[src/rtl/wave_capture_if.sv]
// Sample-stream and wave-RAM write signals of the wave capture stage.
// master = capture block, slave = its environment (codec source, wave RAM, display).
interface wave_capture_if #(
    parameter int SAMPLE_W   = 16,
    parameter int OUT_W      = 8,
    parameter int DEPTH_LOG2 = 8
);
    logic                  new_sample_ready;
    logic [SAMPLE_W-1:0]   new_sample_in;
    logic [SAMPLE_W-1:0]   trig_level;
    logic                  trig_falling;
    logic                  wave_display_idle;
    logic [DEPTH_LOG2:0]   write_address;
    logic                  write_enable;
    logic [OUT_W-1:0]      write_sample;
    logic                  read_index;
    logic                  capture_done;
    logic                  auto_trig;

    modport master (
        input  new_sample_ready, new_sample_in, trig_level, trig_falling, wave_display_idle,
        output write_address, write_enable, write_sample, read_index, capture_done, auto_trig
    );

    modport slave (
        output new_sample_ready, new_sample_in, trig_level, trig_falling, wave_display_idle,
        input  write_address, write_enable, write_sample, read_index, capture_done, auto_trig
    );
endinterface

[src/rtl/wave_capture_trig.sv]
// Level-crossing triggered frame capture into a ping-pong wave RAM.
// Optional auto-trigger after AUTO_TIMEOUT idle samples: define WAVE_CAPTURE_AUTO_TRIG_EN.
module wave_capture_trig #(
    parameter int SAMPLE_W     = 16,
    parameter int OUT_W        = 8,
    parameter int DEPTH_LOG2   = 8,
    parameter int AUTO_TIMEOUT = 1024
) (
    input  logic           clk,
    input  logic           reset,
    wave_capture_if.master bus
);
    localparam int                    DEPTH      = 1 << DEPTH_LOG2;
    localparam logic [DEPTH_LOG2-1:0] LAST_INDEX = DEPTH_LOG2'(DEPTH - 1);
    localparam logic [OUT_W-1:0]      MSB_FLIP   = OUT_W'(1) << (OUT_W - 1);

    typedef enum logic [1:0] {
        ARMED,
        ACTIVE,
        WAIT_DISPLAY
    } state_t;

    state_t                       state;
    logic [DEPTH_LOG2-1:0]        index;
    logic signed [SAMPLE_W-1:0]   prev;
    logic                         prev_valid;

    logic signed [SAMPLE_W-1:0]   sample;
    logic signed [SAMPLE_W-1:0]   level;
    logic [OUT_W-1:0]             stored;
    logic                         level_hit;
    logic                         auto_hit;
    logic                         start;

    assign sample = bus.new_sample_in;
    assign level  = bus.trig_level;
    // Keep the top OUT_W bits and flip the sign bit to get offset binary.
    assign stored = sample[SAMPLE_W-1 -: OUT_W] ^ MSB_FLIP;

`ifdef WAVE_CAPTURE_AUTO_TRIG_EN
    localparam int CNT_W = $clog2(AUTO_TIMEOUT + 1);
    logic [CNT_W-1:0] armed_count;
    assign auto_hit = (armed_count == CNT_W'(AUTO_TIMEOUT));
`else
    localparam int unused_auto_timeout = AUTO_TIMEOUT;
    assign auto_hit = 1'b0;
`endif

    always_comb begin
        level_hit = 1'b0;
        if (prev_valid) begin
            if (bus.trig_falling)
                level_hit = (prev >= level) && (sample < level);
            else
                level_hit = (prev < level) && (sample >= level);
        end
    end

    assign start = bus.new_sample_ready && (level_hit || auto_hit);

    // NOTE: all state and registered outputs use non-blocking assignments so every
    // branch below sees the pre-edge values of state, index and read_index.
    always_ff @(posedge clk) begin
        if (reset) begin
            state             <= ARMED;
            index             <= '0;
            prev              <= '0;
            prev_valid        <= 1'b0;
            bus.read_index    <= 1'b0;
            bus.write_enable  <= 1'b0;
            bus.write_address <= '0;
            bus.write_sample  <= '0;
            bus.capture_done  <= 1'b0;
            bus.auto_trig     <= 1'b0;
`ifdef WAVE_CAPTURE_AUTO_TRIG_EN
            armed_count       <= '0;
`endif
        end else begin
            bus.write_enable <= 1'b0;
            bus.capture_done <= 1'b0;
            unique case (state)
                ARMED: begin
                    if (bus.new_sample_ready) begin
                        prev       <= sample;
                        prev_valid <= 1'b1;
                        if (start) begin
                            bus.write_enable  <= 1'b1;
                            bus.write_address <= {~bus.read_index, {DEPTH_LOG2{1'b0}}};
                            bus.write_sample  <= stored;
                            index             <= DEPTH_LOG2'(1);
                            state             <= ACTIVE;
`ifdef WAVE_CAPTURE_AUTO_TRIG_EN
                            bus.auto_trig     <= !level_hit;
`endif
                        end
`ifdef WAVE_CAPTURE_AUTO_TRIG_EN
                        else begin
                            armed_count <= armed_count + 1'b1;
                        end
`endif
                    end
                end
                ACTIVE: begin
                    if (bus.new_sample_ready) begin
                        bus.write_enable  <= 1'b1;
                        bus.write_address <= {~bus.read_index, index};
                        bus.write_sample  <= stored;
                        // Index parks on the last slot rather than wrapping.
                        if (index == LAST_INDEX) begin
                            bus.capture_done <= 1'b1;
                            state            <= WAIT_DISPLAY;
                        end else begin
                            index <= index + 1'b1;
                        end
                    end
                end
                WAIT_DISPLAY: begin
                    if (bus.wave_display_idle) begin
                        bus.read_index <= ~bus.read_index;
                        index          <= '0;
                        prev_valid     <= 1'b0;
                        state          <= ARMED;
`ifdef WAVE_CAPTURE_AUTO_TRIG_EN
                        armed_count    <= '0;
`endif
                    end
                end
                default: state <= ARMED;
            endcase
        end
    end
endmodule

[src/flat_wrapper.sv]
// flat-port wrapper written by rule: the top's interface ports become plain ports
module wave_capture_trig_flat 
#(
    parameter int SAMPLE_W     = 16,
    parameter int OUT_W        = 8,
    parameter int DEPTH_LOG2   = 8,
    parameter int AUTO_TIMEOUT = 1024
)
  (clk, reset, bus_new_sample_ready, bus_new_sample_in, bus_trig_level, bus_trig_falling, bus_wave_display_idle, bus_write_address, bus_write_enable, bus_write_sample, bus_read_index, bus_capture_done, bus_auto_trig);
  wave_capture_if #(.SAMPLE_W(SAMPLE_W), .OUT_W(OUT_W), .DEPTH_LOG2(DEPTH_LOG2)) bus_i ();
  input  logic clk;
  input  logic reset;
  input wire logic [$bits(bus_i.new_sample_ready)-1:0] bus_new_sample_ready;
  input wire logic [$bits(bus_i.new_sample_in)-1:0] bus_new_sample_in;
  input wire logic [$bits(bus_i.trig_level)-1:0] bus_trig_level;
  input wire logic [$bits(bus_i.trig_falling)-1:0] bus_trig_falling;
  input wire logic [$bits(bus_i.wave_display_idle)-1:0] bus_wave_display_idle;
  output wire logic [$bits(bus_i.write_address)-1:0] bus_write_address;
  output wire logic [$bits(bus_i.write_enable)-1:0] bus_write_enable;
  output wire logic [$bits(bus_i.write_sample)-1:0] bus_write_sample;
  output wire logic [$bits(bus_i.read_index)-1:0] bus_read_index;
  output wire logic [$bits(bus_i.capture_done)-1:0] bus_capture_done;
  output wire logic [$bits(bus_i.auto_trig)-1:0] bus_auto_trig;
  assign bus_i.new_sample_ready = bus_new_sample_ready;
  assign bus_i.new_sample_in = bus_new_sample_in;
  assign bus_i.trig_level = bus_trig_level;
  assign bus_i.trig_falling = bus_trig_falling;
  assign bus_i.wave_display_idle = bus_wave_display_idle;
  assign bus_write_address = bus_i.write_address;
  assign bus_write_enable = bus_i.write_enable;
  assign bus_write_sample = bus_i.write_sample;
  assign bus_read_index = bus_i.read_index;
  assign bus_capture_done = bus_i.capture_done;
  assign bus_auto_trig = bus_i.auto_trig;
  wave_capture_trig #(.SAMPLE_W(SAMPLE_W), .OUT_W(OUT_W), .DEPTH_LOG2(DEPTH_LOG2), .AUTO_TIMEOUT(AUTO_TIMEOUT)) u_core (.clk(clk), .reset(reset), .bus(bus_i));
endmodule
[config.mk]
export PLATFORM = sky130hd
export DESIGN_NAME = wave_capture_trig_flat
export DESIGN_NICKNAME = d
export VERILOG_FILES = /design/src/rtl/wave_capture_if.sv /design/src/rtl/wave_capture_trig.sv /design/src/flat_wrapper.sv
export SDC_FILE = /design/constraint.sdc
export NUM_CORES = 1
export LEC_CHECK = 0
export ABC_AREA = 1
export BUFFER_PORTS_ARGS = -buffer_cell sky130_fd_sc_hd__buf_2
export CAP_MARGIN = 20
export CORE_UTILIZATION = 30
export CTS_CLUSTER_DIAMETER = 40
export DETAILED_ROUTE_END_ITERATION = 6
export PLACE_DENSITY = 0.58
export SLEW_MARGIN = 5
export SYNTH_ARGS = -nofsm -noshare
export SYNTH_HDL_FRONTEND = slang
export SYNTH_SLANG_ARGS = --single-unit
[constraint.sdc]
create_clock -name clk -period 2.5 [get_ports clk]
set_input_delay 0.125 -clock clk [delete_from_list [all_inputs] [get_ports clk]]
set_output_delay 0.125 -clock clk [all_outputs]
set_load 0.02 [all_outputs]
### Word level (Yosys, flattened, before mapping)

Cells that the tools add are included.

* register bits after elaboration: 47
* output and inout port bits: 21
* memory bits (writable): 0
* memories kept: 0
* input bits: 37
* bits in latches: 0
* bits in read-only memories: 0
* logic and storage cells: 71

* reductions and logical operators: 14
* muxes and demuxes: 30
* $add $sub $neg: 1
* equal/unequal tests: 9
* $mul: 0
* bitwise logic cells: 4
* magnitude comparators: 4
* shift-type cells: 0
* divide/modulo/power cells: 0

Operators with widths (number)
* $mux W8: 8
* $ge A16 B16 Y1: 2
* $lt A16 B16 Y1: 2
* $mux W9: 3
* $pmux W8 S3: 1
* $pmux W9 S2: 1
* $pmux W8 S2: 1
* $mux W2: 5
* $add A8 B1 Y8 const B: 1
* $eq A8 B8 Y1 const B: 1
* $mux W1: 8
* $ne A2 B2 Y1 const B: 4
* $pmux W2 S3: 1
* $reduce_and A6 Y1: 1
* $reduce_and A5 Y1: 1
* $ne A2 B1 Y1 const B: 2
* $not A1 Y1: 4
* $pmux W1 S2: 2
* $reduce_and A2 Y1: 2
* $reduce_and A4 Y1: 1
* $reduce_bool A2 Y1: 2
* $logic_and A1 B1 Y1: 3
* $reduce_and A3 Y1: 1
* $reduce_bool A3 Y1: 1
* other kinds (4): 4

### Depth between registers and ports, before layout

Gate-level depths: netlist of run 1.

* word-level depth: 8
* mapped depth: 21
* depth with buffers taken out: 21

### Worst setup path after synthesis of run 1

No wires, ideal clock.

* path kind: register to register
* start: register u_core.prev[15]
* end: register u_core.bus.write_address[7]
* buffers on the path: 1
* required time: 2.388 ns
* library setup time: 0.112 ns
* arrival time: 1.827 ns
* clock period less this slack: 1.939 ns
* setup slack: 0.561 ns
* stages on the path, launching flop included: 18
* path through: dfxtp_1 -> ha_1 -> nand2_1 -> inv_2 -> nand3_1 -> inv_1 -> a21oi_1 -> nand2_1 -> nand2_1 -> and2_1 -> nand2_1 -> nand2_2 -> nand3_4 -> nand2_8 -> nand2_2 -> buf_6 -> a21oi_2 -> nor2_1

* cells in the longest elaborated chain, start to end: 7
* elaborated cells between the ends (all ways): 9
* those cells by class: order compare (2); eq/ne (1); mux (2); reduce/logical (4)

Ends and longest elaborated chain
* from (decl): line wave_capture_trig.sv:25 `logic signed [SAMPLE_W-1:0] prev;`
* from (signal assigned): line wave_capture_trig.sv:84 `prev <= sample;`
* $lt A16 B16 Y1 / $ge A16 B16 Y1 (equally long branches): line wave_capture_trig.sv:55, wave_capture_trig.sv:53
* $logic_and A1 B1 Y1 (on tied branches): line wave_capture_trig.sv:55, wave_capture_trig.sv:53
* $mux W1 (*): line wave_capture_trig.sv:52 `if (bus.trig_falling)`
* $mux W1 (*): line wave_capture_trig.sv:51 `if (prev_valid) begin`
* $logic_and A1 B1 Y1 (*): line wave_capture_trig.sv:59 `assign start = bus.new_sample_ready && (level_hit || auto_hit);`
* $ne A2 B1 Y1 (no source line) (*)
* $reduce_and A4 Y1 (no source line) (*)
* to (signal assigned): line wave_capture_trig.sv:88 `bus.write_address <= {~bus.read_index, {DEPTH_LOG2{1'b0}}};`
* to (signal assigned): line wave_capture_trig.sv:106 `bus.write_address <= {~bus.read_index, index};`
* to (decl): line wave_capture_if.sv:22 `output write_address, write_enable, write_sample, read_index, capture_done, auto_trig`

Mark *: on every way between the ends. The rest lies on a longest branch, timed or not.
A chain may end at the register's enable or synchronous reset.

### Worst setup path after layout of run 1

* start: register u_core.prev[13]
* end: register u_core.index[7]

* cells in the longest elaborated chain, start to end: 7
* elaborated cells between the ends (all ways): 9
* those cells by class: order compare (2); eq/ne (1); mux (2); reduce/logical (4)

Ends and longest elaborated chain
* $lt A16 B16 Y1 / $ge A16 B16 Y1 (equally long branches): line wave_capture_trig.sv:55, wave_capture_trig.sv:53
* $logic_and A1 B1 Y1 (on tied branches): line wave_capture_trig.sv:55, wave_capture_trig.sv:53
* $mux W1 (*): line wave_capture_trig.sv:52
* $mux W1 (*): line wave_capture_trig.sv:51
* $logic_and A1 B1 Y1 (*): line wave_capture_trig.sv:59
* $ne A2 B1 Y1 (no source line) (*)
* $reduce_and A6 Y1 (no source line) (*)
* to (signal assigned): line wave_capture_trig.sv:113 `index <= index + 1'b1;`
* to (decl): line wave_capture_trig.sv:24 `logic [DEPTH_LOG2-1:0] index;`

Marked as above.

==> results of run 1 <==
## through the flow
step	hold slack (ns)	utilization	instance area [µm²]
after global placement	0.407	0.356	3520
after global routing	0.117	0.371	3680
final	0.107	0.371	3680
after detailed placement	0.418	0.356	3520
after CTS	0.0993	0.369	3660
after floorplan	0.274	-	3120
## synthesized netlist by cell type, types with 2 or more instances
master and n:
nand2_1 80, nand4_1 12, nor2_1 62, o21a_1 2, o21ai_0 25, nand2_2 12
nor3_1 2, buf_2 2, nand3_4 2, o211ai_1 6, nand3_1 17, clkbuf_1 7
a21oi_2 10, nand3_2 6, clkinv_1 2, dfxtp_1 47, buf_6 4, inv_1 64
ha_1 37, inv_2 3, a21oi_1 28, buf_1 2, o21ai_1 3
## per-layer routing
metal	GRT usage	part of all wire	vias up
li1	-	-	1532
met1	0.162	0.46	1299
met2	0.260	0.48	53
met3	0.0313	0.037	12
met4	0.0510	0.019	0
met5	0	0	-
## worst max-delay path, cell delays in order, from the launching register on
cell     delay [ns]
dfxtp_1        0.32
ha_1           0.31
nand2_1        0.08
inv_1          0.05
o21ai_1        0.15
nand2_1        0.09
a21oi_2        0.14
nand2_1        0.07
nand2_1        0.07
and2_1         0.12
nand2_1        0.06
nand2_2        0.07
nand3_4        0.12
nand2_8        0.15
buf_4          0.21
nand4_1        0.09
nand2_1        0.08
nor2_1         0.04
## state kept, by name, summed over array words and instances (netlist names)
signal	count
u_core.bus.capture_done	1
u_core.bus.read_index	1
u_core.bus.write_address	9
u_core.bus.write_enable	1
u_core.bus.write_sample	8
u_core.index	8
u_core.prev	16
u_core.prev_valid	1
u_core.state	2
## worst paths after layout
check	endpoint	depth (start not counted)
min reg2reg	u_core.prev[0]	2
max reg2reg	u_core.index[7]	17
min	u_core.prev[4]	3
max	u_core.index[7]	17
## repair_timing
action	in CTS	in global routing
hold buffers	0	0
endpoints found under the setup margin	0	12
gates resized for setup	0	2
## cell families (layout without fill, tap and decap cells)
logic type,after synthesis,count (layout),synth area share
AOI/OAI and AO/OA,76,76,0.141
adders and majority gates,37,37,0.148
buffers and inverters,85,140,0.114
DFF,47,47,0.301
other,1,1,0.00120
and+or+nand+nor,197,198,0.294
## power breakdown
part           switching [W]  internal (W)
clock               0.000254      0.000400
combinational       0.000582      0.000314
sequential         0.0000604      0.000855
## final cells by class
class                   count  area [µm²]  area share
clock inverters             2        60.1      0.0163
well taps                 133         166      0.0453
flip-flops and latches     47         941       0.256
multi-input cells         312        1850       0.502
inverters                  69         259      0.0704
repair buffers             63         333      0.0905
clock buffers               6        72.6      0.0197
==> results.ini, run 1 <==
[route]
wire_per_inst_um=12.0
wl_um=7610
drtAntennaViolNets=0
dr.pass1.iters=4
dr_total_vias=2896
route.detailed.drc=0
drtIter0Drc=88
viasPerCell=4.58

[timing]
setup_viol=0
rsz0062_at_grt=no
worst_slack_ns=0.168
max_freq_mhz=429
period_minus_slack_ns=2.33
drv_slew=0
hold_viol=0
finClkSkew_ns=0.00931
post-route-period-util=0.933
fin_tns_setup_ns=0

[placement]
place_inst=623
place_ws_ns=0.0312
gp_congestion=0.812
post-dp-hpwl_um=5810
io_buffers=56

[floorplan]
die_y_um=104
io_pins=58
die_x_um=104
start_util=0.315
rows=36
die_area_um2=10800
core_um2=9910

[synth]
yosysSeqAreaShare=0.301
synthDistinctLibCells=31
synthCells=443
syn_area_um2=3120
synth_seq_cells=47
synth_top_area_cell=dfxtp_1
yosys-top-cells-area=dfxtp_1 (30%), ha_1 (15%), nand2_1 (9.6%)
synth_ff_type=dfxtp_1
syn_avg_cell_area_um2=7.05
synthArstFlopShare=0
synth_edf_count=0
synth_top_area_frac=0.301
syn_nets=517
yosysWarnings=0

[min_path]
hold_start=bus_new_sample_in[4]
hp-class=input pin to flip-flop

[critical_path]
worstPathMaxFanout=14
arrival_ns=2.53
critPathLaunch=u_core.prev[13]
regToRegSetupSlack_ns=0.17
critPathKind=flip-flop to flip-flop
r2r-start=u_core.prev[13]
startpoint_type=flip-flop
cp.required_ns=2.70
cp-end-kind=flip-flop

[clocking]
cts_made_buffers=5
cts_setup_buffers=0
worstSkewPairLatency_ns=0.30
clock_sinks=47
clockBufferDepth=2
cts_tree=yes
cts_htree_levels=2
path_clk_slew_ns=0.09
clock_tree.root_cell=clkbuf_8

[layout]
finalNetCount=572
drive_gt1_frac=0.214
mostFrequentLayoutCells=nand2_1 (80), inv_1 (64), nor2_1 (62), buf_2 (56), dfxtp_1 (47)
n_fill_cell=1078
final_common_cell=nand2_1
antenna_cells=0
stdcell_count=632
area_delta_synth_final_pct=17.8

[global_route]
grt_max_degree=39
grt_overflow=0
grt_pass1_vias=2840
track_usage=0.143
antenna_found_initial=0
grt_first_pass_wirelength_um=12800

[pwr]
power.density_nw_per_um2=670
max-vdd-ir-drop_v=0.000279
p_leak_nw=1.81
finalPower_w=0.00247

[status]
outcome=finished clean

[job]
drv_cap=0

Power figures use the tool's default switching activity.
==> inputs of run 2 (changes only) <==
--- a/config.mk
+++ b/config.mk
@@ -8,10 +8,12 @@
 export ABC_AREA = 1
 export BUFFER_PORTS_ARGS = -buffer_cell sky130_fd_sc_hd__buf_2
 export CAP_MARGIN = 20
+export CELL_PAD_IN_SITES_DETAIL_PLACEMENT = 1
+export CELL_PAD_IN_SITES_GLOBAL_PLACEMENT = 2
 export CORE_UTILIZATION = 30
 export CTS_CLUSTER_DIAMETER = 40
 export DETAILED_ROUTE_END_ITERATION = 6
-export PLACE_DENSITY = 0.58
+export PLACE_DENSITY = 0.88
 export SLEW_MARGIN = 5
 export SYNTH_ARGS = -nofsm -noshare
 export SYNTH_HDL_FRONTEND = slang
==> constraint.sdc (replaced) <==
create_clock -name clk -period 2.5 [get_ports clk]
set_input_delay 0.125 -clock clk [delete_from_list [all_inputs] [get_ports clk]]
set_output_delay 0.125 -clock clk [all_outputs]
set_load 0.005 [all_outputs]
==> run 2 against run 1 <==
Worst hold slack got worse by 0.0090 ns. Clock-buffer cell count down 1. Flip-flop and latch count did not move. Critical endpoint is now u_core.bus.write_address[1]. Critical path depth fell by 2. Non-clock buffer count is 1 lower. Cell area decreased by 0.48%. Maximum frequency is 1.6% higher. Largest power group unchanged. Total power is 4.1% lower. Global-route usage grew 2.2 points. Clock power fell by 12%. Cell count decreased by 0.16%.
==> results.ini, run 2 (same netlist as run 1, synthesis figures left out) <==
[critical_path]
cp-end-kind=flip-flop
r2r-start=u_core.prev[15]
reg2reg_depth=15  ; -2
timing.rr.end=u_core.bus.write_address[1]
startpoint_type=flip-flop
critPathLaunch=u_core.prev[15]
crit_end=u_core.bus.write_address[1]
arrival_ns=2.49  ; -0.04 ns
cp.required_ns=2.70  ; about the same
worstPathMaxFanout=14  ; unchanged
regToRegSetupSlack_ns=0.21  ; +0.04 ns
critPathKind=flip-flop to flip-flop

[floorplan]
core_um2=9910  ; unchanged
die_area_um2=10800  ; unchanged
die_y_um=104  ; unchanged
die_x_um=104  ; unchanged
rows=36  ; unchanged
start_util=0.315  ; unchanged
io_pins=58  ; unchanged

[clocking]
holdBufCountCts=0  ; unchanged
cts_htree_levels=2  ; unchanged
worstSkewPairLatency_ns=0.30  ; about the same
path_clk_slew_ns=0.09  ; about the same
cts.repair.resized=0  ; unchanged
clockBufferDepth=2  ; unchanged
cts_made_buffers=5  ; unchanged
cts_setup_buffers=0  ; unchanged
clock_sinks=47  ; unchanged
clock_tree.root_cell=clkbuf_8
cts_tree=yes

[placement]
place_inst=622  ; -0.16%
post-dp-hpwl_um=6600  ; +14%
io_buffers=56  ; unchanged
gp_congestion=0.801  ; -1.3%

[layout]
mostFrequentLayoutCells=nand2_1 (80), inv_1 (64), nor2_1 (61), buf_2 (56), dfxtp_1 (47)
antenna_cells=0  ; unchanged
finalNetCount=571  ; -0.17%
final_util=0.369  ; -0.00177
stdcell_count=631  ; -0.16%
regMostFlops=u_core.prev
reg_top3=u_core.prev: 16 flops, u_core.bus.write_address: 9 flops
area_delta_synth_final_pct=17.2
final_common_cell=nand2_1
largest_reg_flops=16  ; unchanged
drive_gt1_frac=0.217  ; +0.00244

[pwr]
power.density_nw_per_um2=646  ; -3.7%
p_leak_nw=1.80  ; -0.56%
finalPower_w=0.00236  ; -4.1%
max-vdd-ir-drop_v=0.000330  ; +19%

[route]
dr_total_vias=2960  ; +2.2%
wire_per_inst_um=13.3  ; +11%
drtAntennaViolNets=0  ; unchanged
drtIter0Drc=76  ; -14%
dr.pass1.iters=4  ; unchanged
viasPerCell=4.69  ; +2.4%
route.detailed.drc=0  ; unchanged
wl_um=8400  ; +10%

[timing]
slew_headroom=0.587
max_freq_mhz=436  ; +1.6%
setup_viol=0  ; unchanged
fin_hold_ws_ns=0.0981  ; -0.00900 ns
rsz0062_at_grt=no
post-route-period-util=0.918  ; -0.0149
hold_viol=0  ; unchanged
finClkSkew_ns=0.00700  ; -0.00231 ns
worstMarginPinSlew_ns=0.619
fin_tns_setup_ns=0  ; unchanged
drv_slew=0  ; unchanged
period_minus_slack_ns=2.29  ; -0.0372 ns

[global_route]
grt_first_pass_wirelength_um=14800  ; +16%
grt_max_degree=24  ; -38%
antenna_found_initial=0  ; unchanged
grt_overflow=0  ; unchanged
grt_pass1_vias=3235  ; +14%
track_usage=0.164  ; +0.0218

[status]
outcome=finished clean

[min_path]
hp-class=input pin to flip-flop

[job]
drv_cap=0  ; unchanged

==> run 2: cell types whose count changed in the layout (fill, tap and decap cells not counted) <==
cell and delta:
nor2_1 -1, clkinv_4 +1, clkbuf_1 -1, clkinv_2 +1, bufinv_16 -1, buf_4 -2
buf_8 +1, nor2_2 +1
==> run 2: worst min path at each step <==
stage | startpoint | endpoint | slack [ns] | cells past startpoint
4_1_cts | bus_new_sample_in[4] | u_core.prev[4] | 0.10 | 3
3_3_place_gp | bus_new_sample_in[6] | u_core.prev[6] | 0.40 | 3
5_1_grt | bus_new_sample_in[12] | u_core.bus.write_sample[4] | 0.11 | 3
3_5_place_dp | bus_new_sample_in[3] | u_core.prev[3] | 0.41 | 3
6_report | bus_new_sample_in[4] | u_core.prev[4] | 0.1 | 3
2_1_floorplan | bus_new_sample_in[11] | u_core.bus.write_sample[3] | 0.27 | 2
==> run 2: critical path: stages (launching register included) <==
cell     delay, ns
dfxtp_1       0.33
ha_1          0.32
nand2_1       0.09
inv_2         0.04
nand3_1       0.09
inv_1         0.06
a21oi_2       0.18
nand3_1       0.12
and2_1        0.17
nand2_1       0.08
nand2_2       0.07
nand3_4       0.12
nand2_8       0.12
buf_8         0.19
a21oi_1       0.15
nor2_1        0.06
==> run 2: final cells by class <==
| class | count | area, µm² |
|---|---|---|
| inverter | 69 | 259 |
| clock inverter | 3 | 43.8 |
| multi-input combinational | 312 | 1850 |
| timing repair buffer | 62 | 333 |
| clock buffer | 5 | 68.8 |
| tap | 133 | 166 |
| fill | 1327 | 6250 |
| sequential | 47 | 941 |
==> run 2: per-layer routing <==
layer / routed length (µm) / track usage / vias up
li1: - / - / 1534
met1: 3820 / 0.198 / 1386
met2: 4340 / 0.310 / 34
met3: 190 / 0.0232 / 6
met4: 48 / 0.0276 / 0
met5: 0 / 0 / -
==> run 2: power breakdown <==
part | internal (W) | leakage, nW | switching [W]
sequential | 0.000855 | 0.385 | 0.0000650
combinational | 0.000317 | 1.36 | 0.000550
clock | 0.000298 | 0.0581 | 0.000278
total | 0.00147 | 1.80 | 0.000892
==> run 2: metrics by stage <==
stage | area [µm²] | setup WS, ns
finish | 3660 | 0.205
global route | 3660 | 0.00961
CTS | 3630 | 0.0302
detailed placement | 3520 | 0.0572
global placement | 3520 | 0.202
floorplan | 3120 | 0.561
